[src/rtl/fifo_ctrl_pkg.sv]
// Shared constants for the round-robin FIFO controller: state encoding,
// default data width/depth and a constant log2 helper.
package fifo_ctrl_pkg;

  localparam int unsigned DEF_DW    = 4;
  localparam int unsigned DEF_DEPTH = 8;

  localparam logic [0:0] S_FLUSH = 1'b0;
  localparam logic [0:0] S_RUN   = 1'b1;

  // Ceiling log2, usable in parameter and port-width expressions.
  function automatic int unsigned clog2(input int unsigned v);
    int unsigned r;
    r = 0;
    for (int unsigned p = 1; p < v; p = p << 1) r++;
    return r;
  endfunction

endpackage

[src/rtl/rr_arbiter.sv]
// Combinational round-robin arbiter: grants the first requester after
// `last`, returning both a one-hot grant and its encoded index.
module rr_arbiter
  import fifo_ctrl_pkg::*;
#(
  parameter  int unsigned NREQ = 4,
  localparam int unsigned IW   = clog2(NREQ)
) (
  input  logic [NREQ-1:0] req,
  input  logic [IW-1:0]   last,
  output logic [NREQ-1:0] gnt,
  output logic [IW-1:0]   gnt_idx
);

  int cand;

  // Scan farthest-to-nearest so the nearest requester after `last` wins.
  always_comb begin
    gnt     = '0;
    gnt_idx = last;
    cand    = 0;
    for (int i = int'(NREQ); i > 0; i--) begin
      cand = (int'(last) + i) % int'(NREQ);
      if (req[IW'(cand)]) begin
        gnt             = '0;
        gnt[IW'(cand)]  = 1'b1;
        gnt_idx         = IW'(cand);
      end
    end
  end

endmodule

[src/rtl/fifo_rr_controller.sv]
// Shares one FIFO between NREQ producers and a single consumer; writes and
// reads never overlap, popped data leaves through a valid/ready register.
module fifo_rr_controller
  import fifo_ctrl_pkg::*;
#(
  parameter int unsigned NREQ  = 4,
  parameter int unsigned DW    = DEF_DW,
  parameter int unsigned DEPTH = DEF_DEPTH
) (
  input  logic              Clk,
  input  logic              Rst_n,
  input  logic              Flush,
  input  logic [NREQ-1:0]   req_valid,
  input  logic [NREQ*DW-1:0] req_data,
  output logic [NREQ-1:0]   req_ready,
  output logic              out_valid,
  output logic [DW-1:0]     out_data,
  input  logic              out_ready,
  output logic              fifo_EN,
  output logic              fifo_WR,
  output logic              fifo_RD,
  output logic              fifo_Rst,
  output logic [DW-1:0]     fifo_dataIn,
  input  logic [DW-1:0]     fifo_dataOut,
  input  logic              fifo_FULL,
  input  logic              fifo_EMPTY,
  output logic              busy,
  output logic              err
);

  localparam int unsigned IW = clog2(NREQ);
  localparam int unsigned CW = clog2(DEPTH) + 1;

  logic [0:0]      state, state_nxt;
  logic [CW-1:0]   count;
  logic [IW-1:0]   last, gnt_idx;
  logic [NREQ-1:0] gnt;
  logic [DW-1:0]   wr_data;
  logic            phase, rd_inflight, first_run;
  logic            wr_ok, rd_ok, do_wr, do_rd;

  rr_arbiter #(.NREQ(NREQ)) u_arb (
    .req     (req_valid),
    .last    (last),
    .gnt     (gnt),
    .gnt_idx (gnt_idx)
  );

  assign wr_ok = (|req_valid) && (count < CW'(DEPTH)) && !Flush;
  assign rd_ok = (count != '0) && !rd_inflight && !out_valid && !Flush;
  assign busy  = (count != '0) || rd_inflight || out_valid;

  always_comb begin
    wr_data = '0;
    for (int i = 0; i < int'(NREQ); i++)
      if (gnt[i]) wr_data = req_data[i*DW +: DW];
  end

  always_ff @(posedge Clk or negedge Rst_n) begin
    if (!Rst_n) state <= S_FLUSH;
    else        state <= state_nxt;
  end

  // Next state and FIFO controls; reset forces every control to its idle value.
  always_comb begin
    state_nxt   = state;
    fifo_Rst    = 1'b1;
    fifo_EN     = 1'b0;
    fifo_WR     = 1'b0;
    fifo_RD     = 1'b0;
    fifo_dataIn = '0;
    req_ready   = '0;
    do_wr       = 1'b0;
    do_rd       = 1'b0;
    if (Rst_n) begin
      case (state)
        S_FLUSH: begin
          fifo_EN   = 1'b1;
          state_nxt = S_RUN;
        end
        default: begin
          fifo_EN  = 1'b1;
          fifo_Rst = 1'b0;
          if (Flush)                              state_nxt = S_FLUSH;
          else if (wr_ok && (!rd_ok || !phase))   do_wr     = 1'b1;
          else if (rd_ok)                         do_rd     = 1'b1;
          if (do_wr) begin
            req_ready   = gnt;
            fifo_WR     = 1'b1;
            fifo_dataIn = wr_data;
          end
          fifo_RD = do_rd;
        end
      endcase
    end
  end

  // Occupancy, arbitration history, read pipeline and flag cross-check.
  always_ff @(posedge Clk or negedge Rst_n) begin
    if (!Rst_n) begin
      count       <= '0;
      last        <= IW'(NREQ - 1);
      phase       <= 1'b0;
      rd_inflight <= 1'b0;
      out_valid   <= 1'b0;
      out_data    <= '0;
      err         <= 1'b0;
      first_run   <= 1'b0;
    end else begin
      first_run <= (state == S_FLUSH);
      if (state == S_FLUSH) begin
        count       <= '0;
        rd_inflight <= 1'b0;
        out_valid   <= 1'b0;
      end else begin
        if (do_wr) begin
          last  <= gnt_idx;
          count <= count + CW'(1);
          phase <= 1'b1;
        end else if (do_rd) begin
          count       <= count - CW'(1);
          rd_inflight <= 1'b1;
          phase       <= 1'b0;
        end
        // A read still in flight when Flush arrives is dropped.
        if (rd_inflight) begin
          rd_inflight <= 1'b0;
          if (!Flush) begin
            out_data  <= fifo_dataOut;
            out_valid <= 1'b1;
          end
        end else if (out_valid && out_ready) begin
          out_valid <= 1'b0;
        end
        if (!first_run &&
            ((fifo_FULL != (count == CW'(DEPTH))) || (fifo_EMPTY != (count == '0))))
          err <= 1'b1;
      end
    end
  end

endmodule

[config.mk]
export PLATFORM = sky130hd
export DESIGN_NAME = fifo_rr_controller
export DESIGN_NICKNAME = d
export VERILOG_FILES = /design/src/rtl/fifo_ctrl_pkg.sv /design/src/rtl/rr_arbiter.sv /design/src/rtl/fifo_rr_controller.sv
export SDC_FILE = /design/constraint.sdc
export NUM_CORES = 1
export LEC_CHECK = 0
export ABC_AREA = 1
export BUFFER_PORTS_ARGS = -buffer_cell sky130_fd_sc_hd__buf_2
export CORE_MARGIN = 2
export CORE_UTILIZATION = 51
export CTS_CLUSTER_DIAMETER = 60
export DETAILED_ROUTE_END_ITERATION = 8
export GPL_TIMING_DRIVEN = 0
export PLACE_DENSITY = 0.88
export SETUP_SLACK_MARGIN = 0.5
export SLEW_MARGIN = 20
export SYNTH_ARGS = -nofsm -noshare
export SYNTH_HDL_FRONTEND = slang
export SYNTH_SLANG_ARGS = --single-unit
[constraint.sdc]
create_clock -name Clk -period 3.4 [get_ports Clk]
set_clock_uncertainty 0.15 [all_clocks]
set_input_delay 0.34 -clock Clk [delete_from_list [all_inputs] [get_ports Clk]]
set_output_delay 0.34 -clock Clk [all_outputs]
set_load 0.01 [all_outputs]
Word-level counts from Yosys, hierarchy flattened
Index checks and enable logic that the tools add are counted.
Word-level totals
  flip-flop bits (word level): 16
  input bits: 30
  logic and storage cells: 134
  output and inout bits: 19
Operators by class
  mux-type cells: 70
  bitwise operators: 2
  equal/unequal tests: 6
  add/sub/neg operators: 6
  reduce and logical (&&, ||, !) cells: 32
  magnitude comparators: 9
Operators by type and width (number)
  2-to-1 mux 4 bit: 17
  2-to-1 mux 1 bit: 41
  < comparator 2 x 4 -> 1 bit, second input constant: 4
  logical AND 1 bit: 12
  binary-select mux 1 bit (select 2 bit): 4
  demux 1 bit (select 2 bit): 4
  >= comparator 2 x 1 -> 1 bit, second input constant: 4
  2-to-1 mux 2 bit: 4
  nonzero test 4 bit: 2
  zero test 1 bit: 6
  AND reduction 2 bit: 3
  AND reduction 3 bit: 2
  adder 2 x 1 -> 2 bit, second input constant: 2
  adder 2 bit, second input constant: 2
  adder 4 x 1 -> 4 bit, second input constant: 1
  equality test 4 bit, second input constant: 1
  zero test 4 bit: 1
  logical OR 1 bit: 4
  < comparator 4 bit, second input constant: 1
  OR reduction 4 bit: 1
  subtractor 4 x 1 -> 4 bit, second input constant: 1
  != test 3 x 1 -> 1 bit, second input constant: 1
  != test 3 x 2 -> 1 bit, second input constant: 1
  != test 3 bit, second input constant: 1
  other kinds (3): 5

Longest topological paths before layout
  depth after elaboration: 16
  mapped depth: 15
  depth with buffers taken out: 14

Modules after synthesis
Synthesis repeated with hierarchy kept, for this count alone.
Second synthesis, totals
  cell total of the unflattened synthesis: 220
  area total of the unflattened synthesis: 1586.5 um^2
By module, submodules not included
  fifo_rr_controller: instances 1, area an instance 1051.0 um^2, cells an instance 125, seq. area each 402.9 um^2
  rr_arbiter: instances 1, area an instance 535.5 um^2, cells an instance 95, seq. area each 0.0 um^2

Worst setup path after synthesis
Ideal clock, no wire load.
  kind: reg-to-output
  start point: register last[0]
  end point: output port fifo_dataIn[0]
  setup slack: 0.772 ns
  arrival time: 2.138 ns
  data required time: 2.910 ns
  buffers on the path: 1
  cell stages (with the launch flop): 13
  cell sequence: dfstp_2 -> buf_6 -> inv_4 -> ha_1 -> inv_1 -> nand3_2 -> nand2_2 -> nand2_2 -> o21ai_2 -> nand2_2 -> a21oi_4 -> nand2_1 -> nand2_1
On the way
  cells in the longest elaborated chain, start to end: 16
  elaborated cells on any way between the ends: 47
  those cells by class: 4 x add/sub; 8 x order compare; 31 x mux; 4 x reduce/logical
Ends and longest elaborated chain
  start, declared: line fifo_rr_controller.sv:36  | logic [IW-1:0] last, gnt_idx;
  start signal, assigned: line fifo_rr_controller.sv:102  | last <= IW'(NREQ - 1);
  start signal, assigned: line fifo_rr_controller.sv:117  | last <= gnt_idx;
  adder 2 x 1 -> 2 bit: line rr_arbiter.sv:23  | cand = (int'(last) + i) % int'(NREQ);
  < comparator 2 x 4 -> 1 bit (not written as such) or >= comparator 2 x 1 -> 1 bit (tied branches): line rr_arbiter.sv:26  | gnt[IW'(cand)] = 1'b1;
  logical AND 1 bit (not written as such): line rr_arbiter.sv:26
  2-to-1 mux 1 bit (not written as such): line rr_arbiter.sv:26
  demux 1 bit (select 2 bit)
  2-to-1 mux 4 bit (3 in series): line rr_arbiter.sv:24  | if (req[IW'(cand)]) begin
  2-to-1 mux 4 bit (*): line rr_arbiter.sv:24
  2-to-1 mux 4 bit (3 in series): line fifo_rr_controller.sv:56  | if (gnt[i]) wr_data = req_data[i*DW +: DW];
  2-to-1 mux 4 bit (*): line fifo_rr_controller.sv:56
  2-to-1 mux 4 bit (*): line fifo_rr_controller.sv:87  | if (do_wr) begin
  2-to-1 mux 4 bit (*): line fifo_rr_controller.sv:76  | case (state)
  2-to-1 mux 4 bit (*): line fifo_rr_controller.sv:75  | if (Rst_n) begin
  end, declared: line fifo_rr_controller.sv:23  | output logic [DW-1:0] fifo_dataIn,
Every way passes the cells marked *; elsewhere a longest branch is shown, timed or not. The select of a mux whose other input is x is not followed.

Final worst setup path
  start point: register last[1]
  end point: output port fifo_dataIn[3]
The elaborated chain is that of the path after synthesis.

==> run metrics <==
Core Area=~3000 um2; R2R Setup Slk=0.86 ns; origin of the critical flop-to-flop path=count[1]$_DFFE_PN0P_; Final Hold Fails=0; fillers=240; synthesized area=1565 um2; largest net degree at the start of global routing=20; Critical Path Source Type=flip-flop; sequential area share after synthesis=about a quarter; CP required=a little under 3 ns; GRT Util Overall=between 20% and 30%; Final setup viols=0; max layer used=met4; VDD IR-drop max=around 0.70 mV; Total Wirelength=3950 um; Die W=between 50 and 60 um; Die Area=approximately 3500 um2; dpl cell area=1847 um2; CTS buffer count=3; most common flop cell mapped by yosys=dfrtp_1; Hold EP=state$_DFFE_PN0P_; RR Endpoint=count[3]$_DFFE_PN0P_; starting density of the core=between 50 and 60%; path depth of the worst reg2reg path=13; CTS Sinks=16; P_sw=between 1 and 1.5 mW; Clock Tree Root=clkbuf_4; Cells after Synth=224; number of I/O port buffers=48; setup TNS=0 ns; final antenna-violating net count=0; measured slew at the worst slew-check pin=0.3529 ns; post-synthesis adder-cell area fraction=under 10%; post-synthesis cell type count=32; minimum clock period=2.904 ns; area growth from synthesis to layout=33.57%; Fmax=between 300 and 400 MHz; Ys Warns=0; ANT cells=0; RSZ-0062 raised after global routing=yes; CTS tree=yes; WHS Path Cells=2; largest family of logic cells by synthesized area=simple AND/OR/NAND/NOR gates; row cnt=20; Pre-antenna DRT Iters=4; Vias/cell=5.307; Leak=around 1.1 nW; half-perimeter wire length after placement=around 2800 um; logic gate share of total power=~78%; wire length on met3=about 260 um; Critical Path End Type=output port; wl on met1=1616 um; #FFs+latches synth=16; largest fanout on the critical path=5; number of global-route vias before repair=about 1500; Final nets=about 330; Post-Synth Simple-Gate Area=39.01%; crit path kind=flip-flop to output port; complex-gate fraction of the synthesized area=approximately 12%; Sequential Power Share=~16%; Slew Viols, Final=0; Internal=~950 uW; Net Count, Synth=265; fin area=roughly 2100 um2; H-tree levels=1; Met2 Wirelength=approximately 1900 um; Hold Slack=between 0.07 and 0.08 ns; status=finished clean; mux cell area share after synthesis=between 2 and 3%; clock tree buffer depth=2; hold crit path type=input port to flip-flop; hold_sp=Flush; Worst slew margin=between 70% and 80%; XOR/XNOR Fraction of Synth Area=1.119%; fraction of registers with async set/reset=100.0%; global-route wire length before repair=approximately 6000 um; layout cells sized above 1=approximately two fifths; max cap viols=0; WP data arrival=2.41 ns; Vias=about 1700; DR WL/cell=12.27 um; number of flops mapped to enable cells by yosys=0; global route overflow=0; height of the die=just under 60 um; final period utilization=roughly 85%; Mean Syn Cell Area=approximately 7.0 um2; number of remaining DRC errors=0; initial antenna violation count=0; Clock power frac=approximately 6.3%; routability cong.=0.8646; Clk pin slew, worst setup/hold paths=0.09 ns; switching share of power=a little over half; clock insertion delay at the later pin of the skew report=around 0.30 ns; Ports=around 50; drt initial violations=55; power density over the cells=967.9 nW/um2
[registers in the layout, indices dropped and copies added, names as in the netlist]
register,flops
count,4
out_data,4
last,2
err,1
first_run,1
out_valid,1
phase,1
rd_inflight,1
state,1
[worst max path at each step]
stage                              from              to  cells after the start
floorplan           last[0]$_DFFE_PN1P_  fifo_dataIn[0]                     12
global route        last[1]$_DFFE_PN1P_  fifo_dataIn[3]                     13
CTS                 last[0]$_DFFE_PN1P_  fifo_dataIn[3]                     13
detailed placement  last[1]$_DFFE_PN1P_  fifo_dataIn[3]                     13
finish              last[1]$_DFFE_PN1P_  fifo_dataIn[3]                     15
global placement    last[1]$_DFFE_PN1P_  fifo_dataIn[1]                     13
[Yosys cell counts, types with 2 or more instances]
cell type | count | area share, %
nand2_1 | 64 | 15
inv_1 | 28 | 6.7
nand3_1 | 23 | 7.4
nor2_1 | 16 | 3.8
dfrtp_1 | 14 | 22
a21oi_1 | 10 | 3.2
ha_1 | 10 | 8.0
nand2_2 | 6 | 2.4
nand3_2 | 5 | 3.2
o21ai_0 | 5 | 1.6
mux2_2 | 4 | 2.9
nand2_4 | 4 | 2.9
nand4_1 | 4 | 1.6
o21ai_1 | 4 | 1.3
a21oi_2 | 3 | 1.7
inv_4 | 3 | 1.2
o21ai_2 | 3 | 1.7
dfstp_2 | 2 | 3.4
inv_2 | 2 | 0.48
xor2_1 | 2 | 1.1
[cells by family after synthesis]
group / Yosys count
AOI/OAI and AO/OA: 30
xor gates and xnor gates: 2
adders and majority gates: 11
buffers and inverters: 35
DFF: 16
muxes: 4
and+or+nand+nor: 126
[layer usage]
layer,track usage [%],up-vias
li1,-,854
met1,24.83,758
met2,40.03,78
met3,1.528,19
met4,7.792,0
met5,0,-
[layout make-up]
class	count	area [um2]	share of cell area [%]
inverter	33	142.6	6.822
multi-input combinational	173	1106	52.90
buffer	2	18.77	0.8977
sequential	16	402.9	19.27
timing repair buffer	61	342.8	16.40
clock buffer	4	36.28	1.735
tap	33	41.29	1.975
[metrics by stage]
step | util (%) | std cells | worst slack [ns] | power, mW
6_report | 70.21 | 322 | 0.4958 | 2.024
5_1_grt | 70.21 | 322 | 0.3785 | 2.198
4_1_cts | 66.13 | 314 | 0.5032 | 1.796
3_5_place_dp | 62.02 | 305 | 0.4455 | 1.539
3_3_place_gp | 62.02 | 305 | 0.4799 | 1.505
2_1_floorplan | - | 224 | 0.7720 | 1.279
[what timing repair did]
item,4_1_cts,5_1_grt
resized for setup,10,12
pin swaps,4,6
setup endpoints to repair,8,5
setup buffers,4,8
endpoints found under the hold margin,14,0
hold buffers,1,0
[power groups by stage]
stage	Sequential, mW	Clock (mW)	Combinational (mW)
5_1_grt	0.331	0.138	1.73
3_3_place_gp	0.339	0	1.17
4_1_cts	0.317	0.129	1.35
6_report	0.321	0.127	1.58
3_5_place_dp	0.345	0	1.19
2_1_floorplan	0.335	0	0.944
[cell usage in the layout (no fill, tap or decap), types with 5 or more instances in the layout]
| master | n |
|---|---|
| nand2_2 | 6 |
| buf_2 | 47 |
| a21oi_1 | 10 |
| nand2_4 | 6 |
| nand3_4 | 5 |
| ha_1 | 9 |
| nand2_1 | 62 |
| o21ai_0 | 5 |
| dfrtp_1 | 14 |
| inv_1 | 26 |
| buf_4 | 13 |
| nand3_1 | 22 |
| nor2_1 | 15 |
[worst max-delay path, stage by stage, from the launching register on]
cell and delay [ns]:
dfstp_2 0.57, clkinvlp_4 0.16, ha_4 0.37, inv_6 0.06, nand3_4 0.10, nand3_1 0.11
nand2_1 0.07, inv_1 0.04, nand2_1 0.11, nand2_1 0.08, nand2_2 0.09, nand2_1 0.06
nand3_1 0.08, nand2_1 0.05, nand2_1 0.05, buf_2 0.12
No activity file was read; power rests on OpenSTA's default activity.
